$ cat src/rtl/dma_calc_sequencer.sv
// dma_calc_sequencer: splits one DMA job into AR and AW bursts, bounds outstanding bursts per side
// and pulses done once every burst has completed. Define DMA_CALC_SEQ_4K_SPLIT_EN to keep bursts inside 4 KB pages.

module dma_calc_side #(
    parameter int unsigned ADDR_BITS  = 40,
    parameter int unsigned LEN_BITS   = 32,
    parameter int unsigned BURST_BITS = 8,
    parameter int unsigned BYTE_SIZE  = 4,
    parameter int unsigned MAX_ISSUE  = 8,
    localparam int unsigned CNT_BITS  = 8
) (
    input  logic                  clk,
    input  logic                  rst_n,
    input  logic                  load,
    input  logic                  run,
    input  logic [ADDR_BITS-1:0]  base,
    input  logic [LEN_BITS-1:0]   len,
    input  logic                  cmd_ready,
    input  logic                  burst_done,
    output logic [ADDR_BITS-1:0]  cmd_addr,
    output logic [BURST_BITS-1:0] cmd_len,
    output logic                  cmd_valid,
    output logic [CNT_BITS-1:0]   cnt,
    output logic [CNT_BITS-1:0]   cnt_nxt_c,
    output logic                  rem_zero_c,
    output logic                  err_c
);
    localparam int unsigned PAGE_BITS = 13;
    localparam logic [LEN_BITS-1:0] MAX_BEATS = LEN_BITS'(1) << BURST_BITS;

    logic [ADDR_BITS-1:0] addr_q;
    logic [LEN_BITS-1:0]  rem_q;
    logic [LEN_BITS-1:0]  beats_q;
    logic [LEN_BITS-1:0]  beats_c;
    logic                 fire;
`ifdef DMA_CALC_SEQ_4K_SPLIT_EN
    logic [PAGE_BITS-1:0] page_bytes_c;
    logic [LEN_BITS-1:0]  page_beats_c;
`endif

    assign fire       = cmd_valid & cmd_ready;
    assign rem_zero_c = (rem_q == '0);

    // Beats of the next burst: min(remaining, max burst[, beats left in the 4 KB page])
    always_comb begin
        beats_c = (rem_q < MAX_BEATS) ? rem_q : MAX_BEATS;
`ifdef DMA_CALC_SEQ_4K_SPLIT_EN
        page_bytes_c = PAGE_BITS'(4096) - PAGE_BITS'(addr_q[11:0]);
        page_beats_c = LEN_BITS'(page_bytes_c >> BYTE_SIZE);
        if (page_beats_c < beats_c) begin
            beats_c = page_beats_c;
        end
`endif
    end

    // Outstanding count; a completion with nothing outstanding is flagged instead of wrapping
    always_comb begin
        cnt_nxt_c = cnt;
        err_c     = 1'b0;
        if (fire && !burst_done) begin
            cnt_nxt_c = cnt + CNT_BITS'(1);
        end else if (!fire && burst_done) begin
            if (cnt == '0) begin
                err_c = 1'b1;
            end else begin
                cnt_nxt_c = cnt - CNT_BITS'(1);
            end
        end
    end

    always_ff @(posedge clk or negedge rst_n) begin
        if (!rst_n) begin
            addr_q    <= '0;
            rem_q     <= '0;
            beats_q   <= '0;
            cmd_addr  <= '0;
            cmd_len   <= '0;
            cmd_valid <= 1'b0;
            cnt       <= '0;
        end else begin
            cnt <= cnt_nxt_c;
            if (load) begin
                addr_q <= base;
                rem_q  <= len;
            end else if (fire) begin
                cmd_valid <= 1'b0;
                addr_q    <= addr_q + (ADDR_BITS'(beats_q) << BYTE_SIZE);
                rem_q     <= rem_q - beats_q;
            end else if (run && !cmd_valid && !rem_zero_c && (cnt < CNT_BITS'(MAX_ISSUE))) begin
                cmd_valid <= 1'b1;
                cmd_addr  <= addr_q;
                cmd_len   <= BURST_BITS'(beats_c - LEN_BITS'(1));
                beats_q   <= beats_c;
            end
        end
    end
endmodule

module dma_calc_sequencer #(
    parameter int unsigned ADDR_BITS  = 40,
    parameter int unsigned LEN_BITS   = 32,
    parameter int unsigned BURST_BITS = 8,
    parameter int unsigned BYTE_SIZE  = 4,
    parameter int unsigned MAX_ISSUE  = 8,
    localparam int unsigned CNT_BITS  = 8
) (
    input  logic                  aclk,
    input  logic                  aresetn,
    input  logic [ADDR_BITS-1:0]  s_job_src,
    input  logic [ADDR_BITS-1:0]  s_job_dst,
    input  logic [LEN_BITS-1:0]   s_job_len,
    input  logic                  s_job_valid,
    output logic                  s_job_ready,
    output logic [ADDR_BITS-1:0]  m_ar_addr,
    output logic [BURST_BITS-1:0] m_ar_len,
    output logic                  m_ar_valid,
    input  logic                  m_ar_ready,
    output logic [ADDR_BITS-1:0]  m_aw_addr,
    output logic [BURST_BITS-1:0] m_aw_len,
    output logic                  m_aw_valid,
    input  logic                  m_aw_ready,
    input  logic                  s_rdone,
    input  logic                  s_bdone,
    output logic                  busy,
    output logic                  done,
    output logic                  err,
    output logic [CNT_BITS-1:0]   ar_issue_cnt,
    output logic [CNT_BITS-1:0]   aw_issue_cnt
);
    typedef enum logic [1:0] {ST_IDLE, ST_RUN, ST_DRAIN, ST_FIN} state_t;

    localparam logic [ADDR_BITS-1:0] ALIGN_MASK =
        ~(ADDR_BITS'((64'(1) << BYTE_SIZE) - 64'(1)));

    state_t              state_q;
    state_t              state_d;
    logic                accept;
    logic                run;
    logic                ar_rem_zero_c;
    logic                aw_rem_zero_c;
    logic                ar_err_c;
    logic                aw_err_c;
    logic [CNT_BITS-1:0] ar_cnt_nxt_c;
    logic [CNT_BITS-1:0] aw_cnt_nxt_c;

    assign accept = (state_q == ST_IDLE) && s_job_valid && s_job_ready;
    assign run    = (state_q == ST_RUN);

    dma_calc_side #(
        .ADDR_BITS(ADDR_BITS), .LEN_BITS(LEN_BITS), .BURST_BITS(BURST_BITS),
        .BYTE_SIZE(BYTE_SIZE), .MAX_ISSUE(MAX_ISSUE)
    ) u_ar (
        .clk(aclk), .rst_n(aresetn), .load(accept), .run(run),
        .base(s_job_src & ALIGN_MASK), .len(s_job_len),
        .cmd_ready(m_ar_ready), .burst_done(s_rdone),
        .cmd_addr(m_ar_addr), .cmd_len(m_ar_len), .cmd_valid(m_ar_valid),
        .cnt(ar_issue_cnt), .cnt_nxt_c(ar_cnt_nxt_c),
        .rem_zero_c(ar_rem_zero_c), .err_c(ar_err_c)
    );

    dma_calc_side #(
        .ADDR_BITS(ADDR_BITS), .LEN_BITS(LEN_BITS), .BURST_BITS(BURST_BITS),
        .BYTE_SIZE(BYTE_SIZE), .MAX_ISSUE(MAX_ISSUE)
    ) u_aw (
        .clk(aclk), .rst_n(aresetn), .load(accept), .run(run),
        .base(s_job_dst & ALIGN_MASK), .len(s_job_len),
        .cmd_ready(m_aw_ready), .burst_done(s_bdone),
        .cmd_addr(m_aw_addr), .cmd_len(m_aw_len), .cmd_valid(m_aw_valid),
        .cnt(aw_issue_cnt), .cnt_nxt_c(aw_cnt_nxt_c),
        .rem_zero_c(aw_rem_zero_c), .err_c(aw_err_c)
    );

    always_ff @(posedge aclk or negedge aresetn) begin
        if (!aresetn) begin
            state_q <= ST_IDLE;
        end else begin
            state_q <= state_d;
        end
    end

    // DRAIN looks at next-cycle counts so done follows the final completion by one cycle
    always_comb begin
        state_d = state_q;
        case (state_q)
            ST_IDLE:  if (accept) state_d = ST_RUN;
            ST_RUN:   if (ar_rem_zero_c && aw_rem_zero_c) state_d = ST_DRAIN;
            ST_DRAIN: if ((ar_cnt_nxt_c == '0) && (aw_cnt_nxt_c == '0)) state_d = ST_FIN;
            ST_FIN:   state_d = ST_IDLE;
            default:  state_d = ST_IDLE;
        endcase
    end

    always_ff @(posedge aclk or negedge aresetn) begin
        if (!aresetn) begin
            s_job_ready <= 1'b0;
            busy        <= 1'b0;
            done        <= 1'b0;
            err         <= 1'b0;
        end else begin
            s_job_ready <= (state_d == ST_IDLE);
            busy        <= (state_d != ST_IDLE);
            done        <= (state_d == ST_FIN);
            err         <= (accept ? 1'b0 : err) | ar_err_c | aw_err_c;
        end
    end
endmodule

$ cat config.mk
export PLATFORM = sky130hd
export DESIGN_NAME = dma_calc_sequencer
export DESIGN_NICKNAME = d
export VERILOG_FILES = /design/src/rtl/dma_calc_sequencer.sv
export SDC_FILE = /design/constraint.sdc
export NUM_CORES = 1
export LEC_CHECK = 0
export CELL_PAD_IN_SITES_DETAIL_PLACEMENT = 1
export CELL_PAD_IN_SITES_GLOBAL_PLACEMENT = 2
export CORE_UTILIZATION = 30
export DETAILED_ROUTE_END_ITERATION = 6
export PLACE_DENSITY_LB_ADDON = 0.08
export SKIP_LAST_GASP = 1
export SYNTH_ARGS = -nofsm -noshare
export SYNTH_HDL_FRONTEND = slang
export SYNTH_SLANG_ARGS = --single-unit
$ cat constraint.sdc
create_clock -name aclk -period 2.8 [get_ports aclk]
set_clock_uncertainty 0.1 [all_clocks]
set_input_delay 0.42 -clock aclk [delete_from_list [all_inputs] [get_ports aclk]]
set_output_delay 0.42 -clock aclk [all_outputs]
set_load 0.02 [all_outputs]
Word level (Yosys, flattened, before mapping)
Index checks and enable logic that the tools add are counted.
{"block": "totals", "regBits": 328, "in_bits": 119, "wordCells": 114}
{"block": "op_classes", "addsub": 10, "order_cmp": 4, "eq_ne": 4, "mux": 31, "bitwise_logic": 7, "n_reduce_logical": 39}
{"op": "32-bit two-way mux", "n": 6}
{"op": "40-bit two-way mux", "n": 4}
{"op": "40-bit by 36-bit adder with 40-bit output", "n": 2}
{"op": "32-bit logical NOT", "n": 2}
{"op": "32-bit by 9-bit less-than comparator with 1-bit output (second input constant)", "n": 2}
{"op": "32-bit subtractor", "n": 2}
{"op": "8-bit two-way mux", "n": 6}
{"op": "8-bit logical NOT", "n": 4}
{"op": "8-bit by 1-bit subtractor with 8-bit output (second input constant)", "n": 4}
{"op": "8-bit by 1-bit adder with 8-bit output (second input constant)", "n": 2}
{"op": "8-bit by 4-bit less-than comparator with 1-bit output (second input constant)", "n": 2}
{"op": "1-bit logical AND", "n": 14}
{"op": "1-bit two-way mux", "n": 11}
{"op": "2-bit nonzero test", "n": 5}
{"op": "1-bit logical NOT", "n": 8}
{"op": "2-bit one-hot mux with 4 select lines", "n": 1}
{"op": "2-bit equality test (second input constant)", "n": 3}
{"op": "2-bit two-way mux", "n": 3}
{"op": "3-bit AND reduction", "n": 2}
{"op": "2-bit logical NOT", "n": 2}
{"op": "2-bit AND reduction", "n": 2}
{"op": "1-bit inverter", "n": 3}
{"op": "1-bit bitwise AND", "n": 2}
{"op": "2-bit by 1-bit equality test with 1-bit output (second input constant)", "n": 1}
{"op": "1-bit OR", "n": 2}

Depth between registers and ports, before layout
{"block": "depth", "depth_word": 10, "depth_mapped": 13}

Hierarchy
A second synthesis with hierarchy kept.
{"block": "unflattened", "hier_cells": 2455, "hier_area_um2": 21145.3}
{"mod": "dma_calc_side at u_aw", "instances": 1, "cells_each": 1229, "area_each_um2": 10530.1}
{"mod": "dma_calc_side at u_ar", "instances": 1, "cells_each": 1198, "area_each_um2": 10332.4}
{"mod": "dma_calc_sequencer", "instances": 1, "cells_each": 28, "area_each_um2": 282.8}

Least setup slack after synthesis
No wires, ideal clock.
{"block": "synth_timing", "kind": "register -> register", "from": "reg u_aw.beats_q[0]", "to": "reg u_aw.addr_q[36]", "setup_time_ns": 0.101, "arrival_time_ns": 2.951, "required_ns": 2.599, "slack_ns": -0.352, "path_stages_with_launch": 13, "n_path_buf": 0, "path_cell_list": "dfrtp_1 > ha_1 > inv_1 > fa_1 > nand2b_1 > a2111oi_2 > nor3_1 > o31ai_4 > nand4_1 > a32oi_1 > nand4_1 > o311a_1 > nor4_1"}
{"block": "synth_via", "elab_chain_len": 3}
{"item": "start, declared", "line": "33", "source": "logic [LEN_BITS-1:0] beats_q;"}
{"item": "start signal, assigned", "line": "93", "source": "beats_q <= beats_c;"}
{"item": "40-bit by 36-bit adder with 40-bit output", "line": "87", "source": "addr_q <= addr_q + (ADDR_BITS'(beats_q) << BYTE_SIZE);"}
{"item": "40-bit two-way mux", "line": "85", "source": "end else if (fire) begin"}
{"item": "40-bit two-way mux", "line": "82", "source": "if (load) begin"}
{"item": "end signal, assigned", "line": "83", "source": "addr_q <= base;"}
{"item": "end signal, assigned", "line": "87"}
{"item": "end, declared", "line": "31", "source": "logic [ADDR_BITS-1:0] addr_q;"}
Every way passes these cells. The select of a mux whose other input is x is not followed.
A chain may end at the register's enable or synchronous reset.

Final worst setup path
{"block": "layout_timing", "from": "reg u_aw.addr_q[4]", "to": "reg u_aw.addr_q[36]"}
{"block": "layout_via", "elab_chain_len": 3}
{"item": "40-bit by 36-bit adder with 40-bit output", "line": "87"}
{"item": "40-bit two-way mux", "line": "85"}
{"item": "40-bit two-way mux", "line": "82"}
Every way passes these cells. The select of a mux whose other input is x is not followed.

==> run metrics <==
status=finished, violations left; failing checks=negative setup slack; Via density=5.121; area of the die=67240 sq um; CP peak stage delay=410 ps; Post-synth EDFFs=0; Die H=259.3 microns; Max Freq=298.0 MHz; worst r2r dst=u_aw.addr_q[36]$_DFFE_PN0N_; worst-margin pin slew=691.3 ps; Tcrit/Tclk final=119.9%; critical path cell sequence=ha_2 > inv_2 > fa_2 > nand2b_4 > a2111oi_4 > nor3_4 > o31ai_4 > nand4_1 > a32oi_1 > buf_4 > nand4_1 > o311a_1 > nor4_1; final worst slack=-555.9 ps; FF-to-FF setup slack=-560 ps; Final Non-Filler Cells=4050; clk buf depth=3; Mapped Cells=2425; Die Wd=259.3 microns; placed insts=3865; Root Driver=clkbuf_16; synth warn=0; min cycle time layout=3356 ps; global-route wire length before repair=125.9 mm; Initial Util=30.59%; crit path max-delay cell type=a2111oi_4; library cells used by synthesis=77; synthesis-to-layout area growth=57.95%; total CTS buffers=42; H-tree Lvls=2; CTS sink count=312; Antenna Nets Post-Route=0; Skew-Pair Late Insertion Delay=580 ps; core area=64930 sq um; Reg clk slew, reported paths=60 ps; Yosys reg bits=312; synthesized area per cell=8.191 sq um; Pre-antenna DRT Iters=5; DR WL/cell=20.07 microns; worst-case reg-to-reg path depth=13; ys async rst share=100.0%; setup TNS=-15240 ps; Max-cap violations=0; largest net degree at the start of global routing=71; io pins=237; gr ovfl total=0; leakage power figure=14.19 nW; routed via count=20739; fin util=48.32%; pwr/cell area=1028 nW/um^2; Seq/Total Area, Yosys=39.31%; final wirelength=81.27 mm; worst path required time=3170 ps; Power Total=32.25 mW; initial antenna violation count=6; Final Max Slew Viols=0; Crit Path Category=flop to flop; Rows=93; GPL Wtd Cong=0.8629; CP startpoint kind=flop; Final Hold Fails=0; unrepaired setup endpoints after global routing=yes; DR iter-0 viols=727; nets@finish=3419; share of post-route cells with drive strength above 1=31.65%; Crit path top cell by count=nand4_1; Port Buffers=220; Worst setup EP type=flop; Main synth FF type=dfrtp_1; max_slew headroom=53.91%; total global-route track usage=23.76%; Hold WC Path Type=input port to async pin; RR Startpoint=u_aw.addr_q[4]$_DFFE_PN0N_; Post-Syn Area=19860 sq um; Arr. time, crit path=3720 ps; Worst VDD drop=0.4283 mV; setup violators final=89; # DRC=0; crit path max fanout=2; TritonCTS clock tree=done; vias in the first global route=22448; HPWL Detailed=57.95 mm
==> routing by layer <==
metal	global-route usage, %	wire [microns]	up-vias
met5	0	11	-
met4	6.716	2105	2
met3	3.476	3085	127
met2	40.93	39860	322
met1	30.72	36210	10322
li1	-	-	9966
==> logic make-up after synthesis <==
group | count (synthesis) | share of synthesized area (%)
and+or+nand+nor | 931 | 20.64
AOI/OAI and AO/OA | 721 | 22.14
DFF | 312 | 39.31
buffers and inverters | 215 | 4.309
adders and majority gates | 138 | 8.844
xor gates and xnor gates | 103 | 4.542
muxes | 4 | 0.2079
other | 1 | 0.01888
==> cell type report <==
type,instances,area [sq um]
flip-flops and latches,312,7812
multi-input cells,1905,13340
fillers,7472,33560
clock inverters,16,221.5
clock buffers,60,1212
repair buffers,802,7303
inverters,99,410.4
well taps,855,1070
diodes,1,2.502
==> power by group <==
part	switching (mW)	internal, mW	total (mW)
combinational	9.58	9.35	18.9
sequential	1.42	6.19	7.62
clock	2.23	3.48	5.70
total	13.2	19.0	32.2
==> worst max-delay path by stage <==
stage                                      startpoint                           to  cells after the start
final                      u_aw.addr_q[4]$_DFFE_PN0N_  u_aw.addr_q[36]$_DFFE_PN0N_                     13
after global routing       u_aw.addr_q[4]$_DFFE_PN0N_  u_aw.addr_q[36]$_DFFE_PN0N_                     13
after CTS                  u_aw.addr_q[4]$_DFFE_PN0N_  u_aw.addr_q[36]$_DFFE_PN0N_                     13
after detailed placement  u_ar.beats_q[1]$_DFFE_PN0P_  u_ar.addr_q[37]$_DFFE_PN0N_                     11
after global placement    u_ar.beats_q[1]$_DFFE_PN0P_  u_ar.addr_q[37]$_DFFE_PN0N_                     11
after floorplan           u_aw.beats_q[0]$_DFFE_PN0P_  u_aw.addr_q[36]$_DFFE_PN0N_                     12
==> what timing repair did <==
action	in CTS	in global routing
cloned	13	0
endpoints found under the hold margin	38	0
pin swaps	214	183
setup buffers	79	42
endpoints found under the setup margin	155	210
resized for setup	346	213
hold buffers	1	0
==> Yosys cell counts, drive strengths merged (37+ instances only) <==
| library cell | number | area share, % |
|---|---|---|
| nand2 | 446 | 8.4 |
| dfrtp | 312 | 39 |
| a21oi | 249 | 6.3 |
| nor2 | 241 | 4.6 |
| o21ai | 177 | 4.5 |
| ha | 134 | 8.4 |
| inv | 99 | 1.9 |
| clkbuf | 85 | 1.6 |
| a21o | 69 | 2.6 |
| xor2 | 55 | 2.4 |
| nand3 | 52 | 1.4 |
| a31oi | 49 | 1.5 |
| xnor2 | 48 | 2.1 |
| nor3 | 37 | 1.0 |
==> metrics by stage <==
| stage | worst slack, ps | area, sq um | hold slack [ps] |
|---|---|---|---|
| finish | -555.9 | 31370 | 244.0 |
| global placement | -736.9 | 26600 | 277.9 |
| CTS | -493.6 | 30390 | 246.2 |
| floorplan | -199.3 | 20010 | 24.41 |
| detailed placement | -753.9 | 26600 | 281.2 |
| global route | -735.3 | 31370 | 268.8 |
==> critical path: cells and delay by family (launching register included) <==
family,cells,cell delay [ps]
DFF,1,360
buffers and inverters,2,210
AOI/OAI and AO/OA,4,1200
adders and majority gates,2,530
and+or+nand+nor,5,830
==> cell usage in the layout, fill, tap and decap left out, types with 25 or more instances in the layout <==
cell type	n
buf_4	493
nand2_1	366
dfrtp_1	308
clkdlybuf4s50_1	219
nor2_1	210
a21oi_1	197
o21ai_0	106
ha_1	105
inv_1	87
a21o_1	69
nand2_2	57
buf_6	53
xor2_1	51
o21ai_1	47
a21oi_2	45
clkbuf_16	45
nand3_1	42
a31oi_1	41
xnor2_1	38
nor3_1	29
ha_4	25
==> sequential cells by signal, summed over array words and instances (netlist names) <==
name	cells
u_ar.addr_q	36
u_ar.cmd_addr	36
u_aw.addr_q	36
u_aw.cmd_addr	36
u_ar.beats_q	32
u_ar.rem_q	32
u_aw.beats_q	32
u_aw.rem_q	32
u_ar.cmd_len	8
u_ar.cnt	8
u_aw.cmd_len	8
u_aw.cnt	8
state_q	2
busy	1
done	1
err	1
s_job_ready	1
u_ar.cmd_valid	1
u_aw.cmd_valid	1
Note: power is estimated with default switching activity, not from simulation.
